<file path="src/rtl/mont_exp_precompute.sv">
// Montgomery operand preparation: derives R mod m and R^2 mod m (R = 2^WORD_WIDTH)
// by shift-and-conditional-subtract, plus the MSB index of the exponent.
module mont_exp_precompute #(
    parameter int WORD_WIDTH = 32
) (
    input  logic                          clk,
    input  logic                          reset,
    input  logic                          enable,
    input  logic [WORD_WIDTH-1:0]         m,
    input  logic [WORD_WIDTH-1:0]         e,
    output logic                          busy,
    output logic                          done,
    output logic                          err,
    output logic                          e_zero,
    output logic [WORD_WIDTH-1:0]         r_mod_m,
    output logic [WORD_WIDTH-1:0]         r2_mod_m,
    output logic [$clog2(WORD_WIDTH)-1:0] t
);

    localparam int TW = $clog2(WORD_WIDTH);
    localparam int KW = $clog2(2 * WORD_WIDTH);
    localparam logic [KW-1:0] K_WORD = KW'(WORD_WIDTH);
    localparam logic [KW-1:0] K_HALF = KW'(WORD_WIDTH - 1);
    localparam logic [KW-1:0] K_LAST = KW'(2 * WORD_WIDTH - 1);

    typedef enum logic [1:0] {
        S_IDLE,
        S_CHECK,
        S_LOOP,
        S_DONE
    } state_t;

    state_t                state_q, state_d;
    logic [WORD_WIDTH-1:0] m_q, m_d;
    logic [WORD_WIDTH-1:0] e_q, e_d;
    logic [WORD_WIDTH-1:0] v_q, v_d;
    logic [KW-1:0]         k_q, k_d;
    logic [TW-1:0]         t_acc_q, t_acc_d;
    logic                  err_q, err_d;
    logic                  e_zero_q, e_zero_d;
    logic [WORD_WIDTH-1:0] r_q, r_d;
    logic [WORD_WIDTH-1:0] r2_q, r2_d;
    logic [TW-1:0]         t_q, t_d;

    logic [WORD_WIDTH:0]   v2;
    logic [WORD_WIDTH:0]   m_ext;
    logic [WORD_WIDTH-1:0] v_next;

    // v < m and m odd keep 2v - m below m, so a single subtract suffices.
    always_comb begin
        v2     = {v_q, 1'b0};
        m_ext  = {1'b0, m_q};
        v_next = WORD_WIDTH'((v2 >= m_ext) ? (v2 - m_ext) : v2);
    end

    always_comb begin
        state_d  = state_q;
        m_d      = m_q;
        e_d      = e_q;
        v_d      = v_q;
        k_d      = k_q;
        t_acc_d  = t_acc_q;
        err_d    = err_q;
        e_zero_d = e_zero_q;
        r_d      = r_q;
        r2_d     = r2_q;
        t_d      = t_q;

        unique case (state_q)
            S_IDLE: begin
                if (enable) begin
                    m_d     = m;
                    e_d     = e;
                    state_d = S_CHECK;
                end
            end
            S_CHECK: begin
                err_d    = 1'b0;
                e_zero_d = 1'b0;
                r_d      = '0;
                r2_d     = '0;
                t_d      = '0;
                if (!m_q[0] || (m_q == WORD_WIDTH'(1))) begin
                    err_d   = 1'b1;
                    state_d = S_DONE;
                end else begin
                    v_d     = WORD_WIDTH'(1);
                    k_d     = '0;
                    t_acc_d = '0;
                    state_d = S_LOOP;
                end
            end
            S_LOOP: begin
                v_d = v_next;
                if ((k_q < K_WORD) && e_q[k_q[TW-1:0]]) begin
                    t_acc_d = k_q[TW-1:0];
                end
                if (k_q == K_HALF) begin
                    r_d = v_next;
                end
                if (k_q == K_LAST) begin
                    r2_d     = v_next;
                    t_d      = t_acc_d;
                    e_zero_d = (e_q == '0);
                    state_d  = S_DONE;
                end else begin
                    k_d = k_q + KW'(1);
                end
            end
            S_DONE: begin
                state_d = S_IDLE;
            end
            default: begin
                state_d = S_IDLE;
            end
        endcase
    end

    always_ff @(posedge clk or posedge reset) begin
        if (reset) begin
            state_q  <= S_IDLE;
            m_q      <= '0;
            e_q      <= '0;
            v_q      <= '0;
            k_q      <= '0;
            t_acc_q  <= '0;
            err_q    <= 1'b0;
            e_zero_q <= 1'b0;
            r_q      <= '0;
            r2_q     <= '0;
            t_q      <= '0;
        end else begin
            state_q  <= state_d;
            m_q      <= m_d;
            e_q      <= e_d;
            v_q      <= v_d;
            k_q      <= k_d;
            t_acc_q  <= t_acc_d;
            err_q    <= err_d;
            e_zero_q <= e_zero_d;
            r_q      <= r_d;
            r2_q     <= r2_d;
            t_q      <= t_d;
        end
    end

    assign busy     = (state_q != S_IDLE);
    assign done     = (state_q == S_DONE);
    assign err      = err_q;
    assign e_zero   = e_zero_q;
    assign r_mod_m  = r_q;
    assign r2_mod_m = r2_q;
    assign t        = t_q;

endmodule
</file>
<file path="config.mk">
export PLATFORM = sky130hd
export DESIGN_NAME = mont_exp_precompute
export DESIGN_NICKNAME = d
export VERILOG_FILES = /design/src/rtl/mont_exp_precompute.sv
export SDC_FILE = /design/constraint.sdc
export NUM_CORES = 1
export LEC_CHECK = 0
export CORE_ASPECT_RATIO = 2
export CORE_MARGIN = 3
export CORE_UTILIZATION = 40
export CTS_BUF_LIST = sky130_fd_sc_hd__clkbuf_8
export CTS_CLUSTER_DIAMETER = 100
export CTS_CLUSTER_SIZE = 28
export DETAILED_ROUTE_END_ITERATION = 12
export GPL_TIMING_DRIVEN = 0
export MAX_ROUTING_LAYER = met4
export SETUP_SLACK_MARGIN = 0.1
export SLEW_MARGIN = 20
export SYNTH_ARGS = -nofsm -noshare
export SYNTH_HDL_FRONTEND = slang
export SYNTH_SLANG_ARGS = --single-unit
</file>
<file path="constraint.sdc">
create_clock -name clk -period 7.6 [get_ports clk]
set_clock_uncertainty 0.15 [all_clocks]
set_input_delay 1.14 -clock clk [delete_from_list [all_inputs] [get_ports clk]]
set_output_delay 1.14 -clock clk [all_outputs]
set_load 0.05 [all_outputs]
</file>
==> results of run 1 <==
==> path summary, 6_finish.rpt <==
check | endpoint | slack, ns | depth (start not counted)
min in group asynchronous | r2_mod_m[0] | 1.01 | 2
setup / recovery | r_mod_m[1] | 3.84 | 12
max in group asynchronous | r_mod_m[17] | 5.43 | 3
setup reg to reg | r_mod_m[1] | 3.84 | 12
hold reg to reg | r2_mod_m[10] | 0.34 | 2
hold / removal | r2_mod_m[10] | 0.34 | 2
==> power groups by stage <==
stage               Combinational, mW  Sequential (mW)  Clock, mW
floorplan                        2.06             1.41          0
global placement                 2.81             1.50          0
detailed placement               2.84             1.51          0
CTS                              2.85             1.49      0.750
global route                     3.10             1.53      0.792
finish                           2.82             1.49      0.726
==> per-stage QoR <==
step | std cells | util [%] | setup slack (ns)
floorplan | 903 | - | 1.42
global placement | 1322 | 48.8 | -1.12
detailed placement | 1323 | 49.0 | 3.82
CTS | 1355 | 50.9 | 3.80
global route | 1355 | 50.9 | 3.55
finish | 1355 | 50.9 | 3.84
==> sequential cells by signal, summed over array words and instances (netlist names) <==
name and flops:
r2_mod_m 32, state_q 2, r_mod_m 32, v_q 32, k_q 6, m_q 32, err 1, e_zero 1
t 5, t_acc_q 5, e_q 32
==> final cells by class <==
class / count / area [µm²] / area share, %
clock inverter: 14 / 189 / 1.62
sequential: 180 / 4500 / 38.6
timing repair buffer: 140 / 1420 / 12.2
inverter: 51 / 199 / 1.71
multi-input combinational: 627 / 4550 / 39.0
tap: 280 / 350 / 3.00
buffer: 45 / 206 / 1.77
clock buffer: 18 / 248 / 2.12
==> logic make-up after synthesis <==
group / share of synthesized area, %
AO/OA/AOI/OAI: 16.9
AND/OR/NAND/NOR: 9.84
flip-flops: 47.7
multiplexers: 13.6
buffers and inverters: 4.21
adder cells (fa/ha/maj): 5.25
XOR/XNOR: 2.50
==> layer usage <==
| layer | GRT usage (%) | wire length [µm] | vias up |
|---|---|---|---|
| met3 | 4.40 | 936 | 67 |
| met4 | 11.4 | 1260 | 0 |
| met1 | 21.8 | 9620 | 3695 |
| met5 | - | 0 | - |
| met2 | 44.6 | 16500 | 176 |
| li1 | - | - | 3569 |
==> tightest hold or removal path, cell delays in order (launching register included) <==
cell	delay, ns
dfrtp_1	0.35
nand2_1	0.05
o21ai_0	0.06
==> layout by cell type, fill, tap and decap left out, types with 9 or more instances in the layout <==
master	Yosys	final
dfrtp_1	180	180
clkdlybuf4s50_1	0	139
nand2_1	111	111
o21ai_0	98	98
mux2_2	70	70
inv_1	51	50
a21oi_1	43	43
ha_1	38	38
clkbuf_1	31	31
nor2_1	31	31
mux2i_1	26	26
a22o_1	22	22
xnor2_1	21	21
clkbuf_8	0	18
nor4_1	15	15
a21o_1	13	13
nand4_1	12	12
nand3_1	11	11
mux4_2	10	10
buf_2	9	9
==> results.tsv, run 1 <==
stage	metric	value	unit
clocking	hold buffers post-CTS	0	
global_routing	GR Overflow Total	0	
floorplanning	core area	22900	µm²
power	combinational share of power	56.0	%
cells_and_area	layout cells sized above 1	12.7	%
sta	Slew Limit Headroom	28.7	%
cells_and_area	diode count	0	
sta	slew at the pin closest to its max-slew limit	1.07	ns
clocking	CTS max path bufs	2	
route	vias per cell	5.54	
critical_path	CP Buf/Inv Count	2	
placement	I/O Buffers	139	
cells_and_area	FILL cells	2191	
hold_path	hold path start	r2_mod_m[10]	
synth	Synth Cell Area	9450	µm²
route	DRT iter0 DRCs	358	
synth	Synth top cells by count	dfrtp_1, nand2_1, o21ai_0	
sta	fin crit share	49.4	%
power	Switching Power	2.35	mW
power	sequential power share	29.6	%
critical_path	Arrival @ worst endpoint	4.06	ns
clocking	H-tree levels	4	
critical_path	WP data required	7.90	ns
synth	top-count cell post-synth	dfrtp_1	
global_routing	antenna violations before repair	0	
critical_path	worst r2r src	m_q[18]	
power	Int Power	2.70	mW
synth	Mapped Nets	1009	
synth	Synthesis Warnings	0	
synth	top cells by area, synth	dfrtp_1, mux2_2, o21ai_0	
job	MaxCap Viol Count	0	
clocking	Clock Latency Late Sink	0.51	ns
synth	Post-Syn Instances	903	
sta	Max Freq	266	MHz
power	maximum vdd ir drop	0.228	mV
placement	dpl cell area	11200	µm²
clocking	Post-CTS Setup Inserts	0	
critical_path	slowest CP cell	mux2i_1	
power	PD cells	432	nW/µm²
sta	final setup fails	0	
critical_path	CP Launch Point	m_q[18]	
power	sw frac	46.6	%
floorplanning	initial core utilization	41.2	%
sta	Fin. Hold Viols	0	
synth	share of the synthesized area in the top cell type	47.7	%
route	WL/cell	20.9	µm
global_routing	vias in the first global route	8120	
synth	ys flop type	dfrtp_1	
synth	Yosys reg bits	180	
sta	max-slew violations	0	
floorplanning	FP Rows	78	
synth	Async SR Flop Fraction	100	%
power	Power, Total	5.04	mW
critical_path	slowest cell delay on critical path	0.62	ns
cells_and_area	area delta synth->final	23.5	%
hold_path	hold crit path type	reg2reg	
critical_path	sequence of cells on the critical path	inv_1, ha_1, and4_1, nand3_1, nor2_1, a31oi_1, a21boi_0, a2111oi_4, and2_1, buf_2, mux2i_1, a22o_1	
route	Detailed Route WL	28400	µm
clocking	Num CTS Buffers	17	
sta	Final TNS setup	0	ns
sta	RSZ-0062 raised after global routing	false	
synth	Unique masters post-synth	58	
clocking	Gates resized, CTS repair	0	
sta	worst hold slack	0.337	ns
floorplanning	Die Wd	115	µm
placement	routability cong.	0.933	
status	status	finished clean	
synth	syn_area_per_cell	10.5	µm²
sta	post-route minimum period	3.76	ns
placement	hpwl dp	22200	µm
route	first-pass iteration count of the detailed router	4	
route	post-route antenna net violation count	0	
floorplanning	area of the die	25600	µm²
global_routing	pin count of the biggest net entering global routing	99	
critical_path	Crit Path Category	reg2reg	
global_routing	All-Layer GR Usage	23.5	%
critical_path	delay-heaviest family, CP	compound AO/OA/AOI/OAI gates	
clocking	CTS tree	built	
route	post-route DRC violation count	0	
floorplanning	Top Ports	140	
synth	number of synthesized flops with an enable pin	0	
critical_path	startpoint types	flop	
clocking	Sink Count	180	
critical_path	critical path endpoint category	flop	
clocking	Clk pin slew, worst setup/hold paths	0.10	ns
clocking	root buffer cell	clkbuf_8	
cells_and_area	final net count	1168	
global_routing	global-route wire length before repair	44000	µm
floorplanning	die height	223	µm
power	Leak	5.10	nW
cells_and_area	cell area after layout	11700	µm²
route	vias	7507	
synth	post-synth top area cell	dfrtp_1	
power	Clock power frac	14.4	%
critical_path	worst-path maximum fanout	7	
synth	Seq/Total Area, Yosys	47.7	%
(Power assumes the default switching activity.)
==> inputs of run 2 (changes only) <==
==> constraint.sdc (replaced) <==
create_clock -name clk -period 3.7 [get_ports clk]
set_clock_uncertainty 0.15 [all_clocks]
set_input_delay 0.555 -clock clk [delete_from_list [all_inputs] [get_ports clk]]
set_output_delay 0.555 -clock clk [all_outputs]
set_load 0.05 [all_outputs]
==> results.tsv, run 2 (same netlist as run 1, synthesis figures left out) <==
stage	metric	value	unit	change
status	status	finished clean		unchanged
power	Leak	5.15	nW	was 5.10 nW
global_routing	All-Layer GR Usage	23.4	%	was 23.5%
placement	dpl cell area	11300	µm²	was 11200 µm²
clocking	Sink Count	180		unchanged
clocking	H-tree levels	4		unchanged
global_routing	antenna violations before repair	0		unchanged
critical_path	sequence of cells on the critical path	inv_1, ha_1, and4_1, nand3_1, nor2_1, a31oi_1, a21boi_1, a2111oi_4, nand2_4, buf_4, mux2i_2, o21ai_0		was inv_1, ha_1, and4_1, nand3_1, nor2_1, a31oi_1, a21boi_0, a2111oi_4, and2_1, buf_2, mux2i_1, a22o_1
clocking	Num CTS Buffers	17		unchanged
cells_and_area	fin util	51.3	%	was 50.9%
sta	fin crit share	93.7	%	was 49.4%
route	Detailed Route WL	28300	µm	was 28400 µm
route	WL/cell	20.7	µm	was 20.9 µm
critical_path	CP Buf/Inv Count	2		unchanged
sta	Final TNS setup	0	ns	unchanged
floorplanning	FP Rows	78		unchanged
route	vias per cell	5.56		was 5.54
floorplanning	initial core utilization	41.2	%	unchanged
critical_path	WP depth	12		unchanged
hold_path	hold crit path type	in2async		was reg2reg
placement	dpl cells	1329		was 1323
placement	routability cong.	0.930		was 0.933
critical_path	slowest CP cell	dfrtp_1		was mux2i_1
critical_path	worst-path maximum fanout	10		was 7
cells_and_area	layout cells sized above 1	13.9	%	was 12.7%
floorplanning	area of the die	25600	µm²	unchanged
cells_and_area	most common cell after layout, fill and taps aside	dfrtp_1		unchanged
critical_path	critical path endpoint category	flop		unchanged
route	DRT iter0 DRCs	251		was 358
power	maximum vdd ir drop	0.481	mV	was 0.228 mV
cells_and_area	highest-count cells in the layout ignoring fill and taps	dfrtp_1, clkdlybuf4s50_1, nand2_1		unchanged
route	first-pass iteration count of the detailed router	5		was 4
global_routing	global-route wire length before repair	43700	µm	was 44000 µm
critical_path	Crit Path Category	reg2reg		unchanged
floorplanning	die height	223	µm	unchanged
clocking	CTS max path bufs	2		unchanged
clocking	Clock Latency Late Sink	0.52	ns	was 0.51 ns
sta	RSZ-0062 raised after global routing	false		unchanged
sta	Max Freq	288	MHz	was 266 MHz
cells_and_area	diode count	0		unchanged
critical_path	startpoint types	flop		unchanged
cells_and_area	final net count	1176		was 1168
global_routing	pin count of the biggest net entering global routing	32		was 99
job	MaxCap Viol Count	0		unchanged
power	Power, Total	10.4	mW	was 5.04 mW
critical_path	WP data required	3.92	ns	was 7.90 ns
sta	post-route minimum period	3.47	ns	was 3.76 ns
placement	hpwl dp	22400	µm	was 22200 µm
sta	slew at the pin closest to its max-slew limit	1.16	ns	was 1.07 ns
cells_and_area	non-filler cells, final	1363		was 1355
clocking	Clk pin slew, worst setup/hold paths	0.10	ns	about the same
floorplanning	core area	22900	µm²	unchanged
sta	fin worst setup slack	0.232	ns	was 3.84 ns
sta	max-slew violations	0		unchanged
placement	Place WS	-0.180	ns	was 3.82 ns
sta	Slew Limit Headroom	22.2	%	was 28.7%
route	post-route antenna net violation count	0		unchanged
placement	I/O Buffers	139		unchanged
clocking	CTS tree	built		unchanged
floorplanning	Top Ports	140		unchanged
route	post-route DRC violation count	0		unchanged
sta	final setup fails	0		unchanged
cells_and_area	area delta synth->final	24.5	%	was 23.5%
critical_path	slowest cell delay on critical path	0.44	ns	was 0.62 ns
critical_path	Arrival @ worst endpoint	3.69	ns	was 4.06 ns
floorplanning	Die Wd	115	µm	unchanged
critical_path	cells on worst reg2reg path	12		unchanged
global_routing	vias in the first global route	7949		was 8120
sta	Fin. Hold Viols	0		unchanged
sta	worst hold slack	0.229	ns	was 0.337 ns
clocking	root buffer cell	clkbuf_8		unchanged
power	PD cells	883	nW/µm²	was 432 nW/µm²
cells_and_area	cell area after layout	11800	µm²	was 11700 µm²
global_routing	GR Overflow Total	0		unchanged
critical_path	delay-heaviest family, CP	simple AND/OR/NAND/NOR gates		was compound AO/OA/AOI/OAI gates
route	vias	7573		was 7507
run 2: cell count changes in the layout (fill, tap and decap cells not counted), sizes merged:
cell      delta
buf          +8
bufinv       -1
clkbuf       +1
clkinv       +4
clkinvlp     -1
inv          -3
run 2: final cells by class:
| class | count | area, µm² |
|---|---|---|
| inverter | 51 | 195 |
| multi-input combinational | 627 | 4590 |
| fill | 2153 | 11200 |
| timing repair buffer | 148 | 1530 |
| buffer | 45 | 208 |
| clock inverter | 13 | 118 |
| clock buffer | 19 | 262 |
| tap | 280 | 350 |
| sequential | 180 | 4500 |
run 2: power by group:
group / leakage, nW / total (mW) / internal [mW] / switching, mW
clock network: 0.214 / 1.34 / 0.622 / 0.720
registers: 2.35 / 3.06 / 2.52 / 0.533
logic: 2.58 / 5.98 / 2.41 / 3.57
run 2: final timing paths:
kind,from,to,slack (ns)
min,reset,m_q[2],0.23
min reg2reg,r_mod_m[14],r_mod_m[14],0.33
max,m_q[18],r_mod_m[31],0.23
min in group clk,r_mod_m[14],r_mod_m[14],0.33
max reg2reg,m_q[18],r_mod_m[31],0.23
max in group asynchronous,reset,r_mod_m[31],2.01
run 2: layer usage:
layer / vias to the layer above / part of all wire (%) / global-route usage, %
met1: 3746 / 34 / 22.0
met3: 59 / 3.4 / 4.37
met4: 0 / 5.1 / 12.9
li1: 3585 / - / -
met5: - / 0 / -
met2: 183 / 58 / 43.3
run 2: repair_timing:
action | in CTS | in global routing
setup endpoints to repair | 19 | 69
buffers inserted | 2 | 0
pin swaps | 1 | 1
hold buffers | 0 | 0
resized for setup | 9 | 6
==> inputs of run 3 (changes only) <==
--- a/config.mk
+++ b/config.mk
@@ -12,6 +12,7 @@
 export CTS_CLUSTER_DIAMETER = 100
 export CTS_CLUSTER_SIZE = 28
 export DETAILED_ROUTE_END_ITERATION = 12
+export DONT_BUFFER_PORTS = 1
 export GPL_TIMING_DRIVEN = 0
 export MAX_ROUTING_LAYER = met4
 export SETUP_SLACK_MARGIN = 0.1
==> results.tsv, run 3 (same netlist as run 1, synthesis figures left out) <==
stage	metric	value	unit	change
route	post-route antenna net violation count	0		unchanged
power	Leak	4.64	nW	was 5.15 nW
critical_path	worst-path maximum fanout	10		unchanged
sta	max-slew violations	0		unchanged
sta	post-route minimum period	3.44	ns	was 3.47 ns
clocking	Num CTS Buffers	17		unchanged
floorplanning	Top Ports	140		unchanged
placement	I/O Buffers	0		was 139
sta	final setup fails	0		unchanged
clocking	H-tree levels	4		unchanged
floorplanning	die height	223	µm	unchanged
cells_and_area	highest-count cells in the layout ignoring fill and taps	dfrtp_1, nand2_1, o21ai_0		was dfrtp_1, clkdlybuf4s50_1, nand2_1
sta	fin crit share	93.0	%	was 93.7%
sta	RSZ-0062 raised after global routing	false		unchanged
placement	Place WS	-0.0919	ns	was -0.180 ns
cells_and_area	non-filler cells, final	1225		was 1363
global_routing	All-Layer GR Usage	22.8	%	was 23.4%
cells_and_area	most common cell after layout, fill and taps aside	dfrtp_1		unchanged
cells_and_area	final net count	1038		was 1176
sta	Max Freq	291	MHz	was 288 MHz
route	vias per cell	5.78		was 5.56
power	PD cells	994	nW/µm²	was 883 nW/µm²
sta	Slew Limit Headroom	26.0	%	was 22.2%
route	post-route DRC violation count	0		unchanged
sta	Fin. Hold Viols	0		unchanged
placement	routability cong.	0.961		was 0.930
placement	hpwl dp	21800	µm	was 22400 µm
global_routing	vias in the first global route	7462		was 7949
clocking	Clk pin slew, worst setup/hold paths	0.10	ns	about the same
cells_and_area	area delta synth->final	10.6	%	was 24.5%
global_routing	pin count of the biggest net entering global routing	33		was 32
global_routing	antenna violations before repair	1		was 0
route	first-pass iteration count of the detailed router	5		unchanged
critical_path	Arrival @ worst endpoint	3.66	ns	was 3.69 ns
clocking	Sink Count	180		unchanged
sta	fin worst setup slack	0.258	ns	was 0.232 ns
placement	dpl cells	1190		was 1329
floorplanning	FP Rows	78		unchanged
sta	slew at the pin closest to its max-slew limit	1.11	ns	was 1.16 ns
route	DRT iter0 DRCs	386		was 251
route	Detailed Route WL	27600	µm	was 28300 µm
floorplanning	Die Wd	115	µm	unchanged
clocking	root buffer cell	clkbuf_8		unchanged
cells_and_area	layout cells sized above 1	16.2	%	was 13.9%
cells_and_area	FILL cells	2150		was 2153
global_routing	global-route wire length before repair	42600	µm	was 43700 µm
floorplanning	initial core utilization	41.2	%	unchanged
critical_path	sequence of cells on the critical path	inv_1, ha_1, and4_1, nand3_1, nor2_1, a31oi_1, a21boi_1, a2111oi_4, nand2_4, buf_6, mux2i_1, o21ai_0		was inv_1, ha_1, and4_1, nand3_1, nor2_1, a31oi_1, a21boi_1, a2111oi_4, nand2_4, buf_4, mux2i_2, o21ai_0
clocking	CTS tree	built		unchanged
clocking	CTS max path bufs	2		unchanged
power	maximum vdd ir drop	0.490	mV	was 0.481 mV
status	status	finished clean		unchanged
critical_path	WP data required	3.92	ns	about the same
route	vias	7082		was 7573
hold_path	hold crit path type	in2reg		was in2async
critical_path	critical path endpoint category	flop		unchanged
floorplanning	core area	22900	µm²	unchanged
route	WL/cell	22.5	µm	was 20.7 µm
sta	worst hold slack	0.0456	ns	was 0.229 ns
sta	Final TNS setup	0	ns	unchanged
global_routing	GR Overflow Total	0		unchanged
critical_path	slowest CP cell	dfrtp_1		unchanged
job	MaxCap Viol Count	0		unchanged
critical_path	Crit Path Category	reg2reg		unchanged
floorplanning	area of the die	25600	µm²	unchanged
critical_path	slowest cell delay on critical path	0.44	ns	about the same
clocking	Clock Latency Late Sink	0.50	ns	was 0.52 ns
critical_path	startpoint types	flop		unchanged
## run 3: cell count changes in the layout (fill, tap and decap cells not counted), sizes merged
cell	delta
clkbuf	+2
clkdlybuf4s50	-139
diode	+1
clkinv	-5
dlygate4sd3	+1
inv	-2
clkinvlp	+4
## run 3: final cells by class
| cell class | count | area [µm²] | share of cell area, % |
|---|---|---|---|
| Clock inverter | 10 | 123 | 1.17 |
| Inverter | 51 | 195 | 1.87 |
| Buffer | 45 | 209 | 2.00 |
| Tap cell | 280 | 350 | 3.35 |
| Antenna cell | 1 | 2.50 | 0.0240 |
| Clock buffer | 21 | 289 | 2.77 |
| Sequential cell | 180 | 4500 | 43.1 |
| Timing Repair Buffer | 10 | 160 | 1.53 |
| Multi-Input combinational cell | 627 | 4610 | 44.2 |
## run 3: worst paths after layout
check | start | endpoint | slack, ns | cells past startpoint
worst max-delay path | m_q[18] | v_q[30] | 0.26 | 12
worst min-delay path | m[23] | m_q[23] | 0.05 | 1
worst max register to register | m_q[18] | v_q[30] | 0.26 | 12
worst min register to register | t_acc_q[0] | t_acc_q[0] | 0.36 | 2
max in group asynchronous | reset | r_mod_m[24] | 1.90 | 6
min in group asynchronous | reset | r_mod_m[6] | 0.35 | 2
## run 3: through the flow
step	instance area (µm²)	util [%]	total power, mW
2_1_floorplan	9450	-	7.13
3_3_place_gp	9800	42.7	8.74
3_5_place_dp	9940	43.3	8.82
4_1_cts	10400	45.4	10.4
5_1_grt	10400	45.5	11.1
6_report	10400	45.5	10.4
## run 3: report_power, final
part           switching (mW)  internal, mW  total [mW]
Sequential              0.542          2.52        3.07
Combinational            3.57          2.35        5.92
Clock                   0.727         0.672        1.40
Total                    4.84          5.55        10.4
## run 3: critical path, delay by kind of cell (launching register included)
kind / cells / cell delay, ns
AOI/OAI and AO/OA: 4 / 0.80
adders and majority gates: 1 / 0.40
buffers and inverters: 2 / 0.32
DFF: 1 / 0.44
muxes: 1 / 0.36
and+or+nand+nor: 4 / 0.84
## run 3: timing repair
| item | in CTS | in global routing |
|---|---|---|
| endpoints found under the setup margin | 20 | 80 |
| hold buffers | 1 | 0 |
| gates cloned | 0 | 0 |
| hold endpoints to repair | 27 | 0 |
| setup buffers | 2 | 0 |
| gates resized for setup | 7 | 11 |
| pin swaps | 1 | 1 |
## run 3: routing by layer
layer  track usage (%)  share of wire (%)  vias up
li1                  -                  -     3319
met1              21.5                 34     3492
met2              42.2                 57      207
met3              5.02                4.6       64
met4              11.5                4.8        0
met5                 -                  0        -
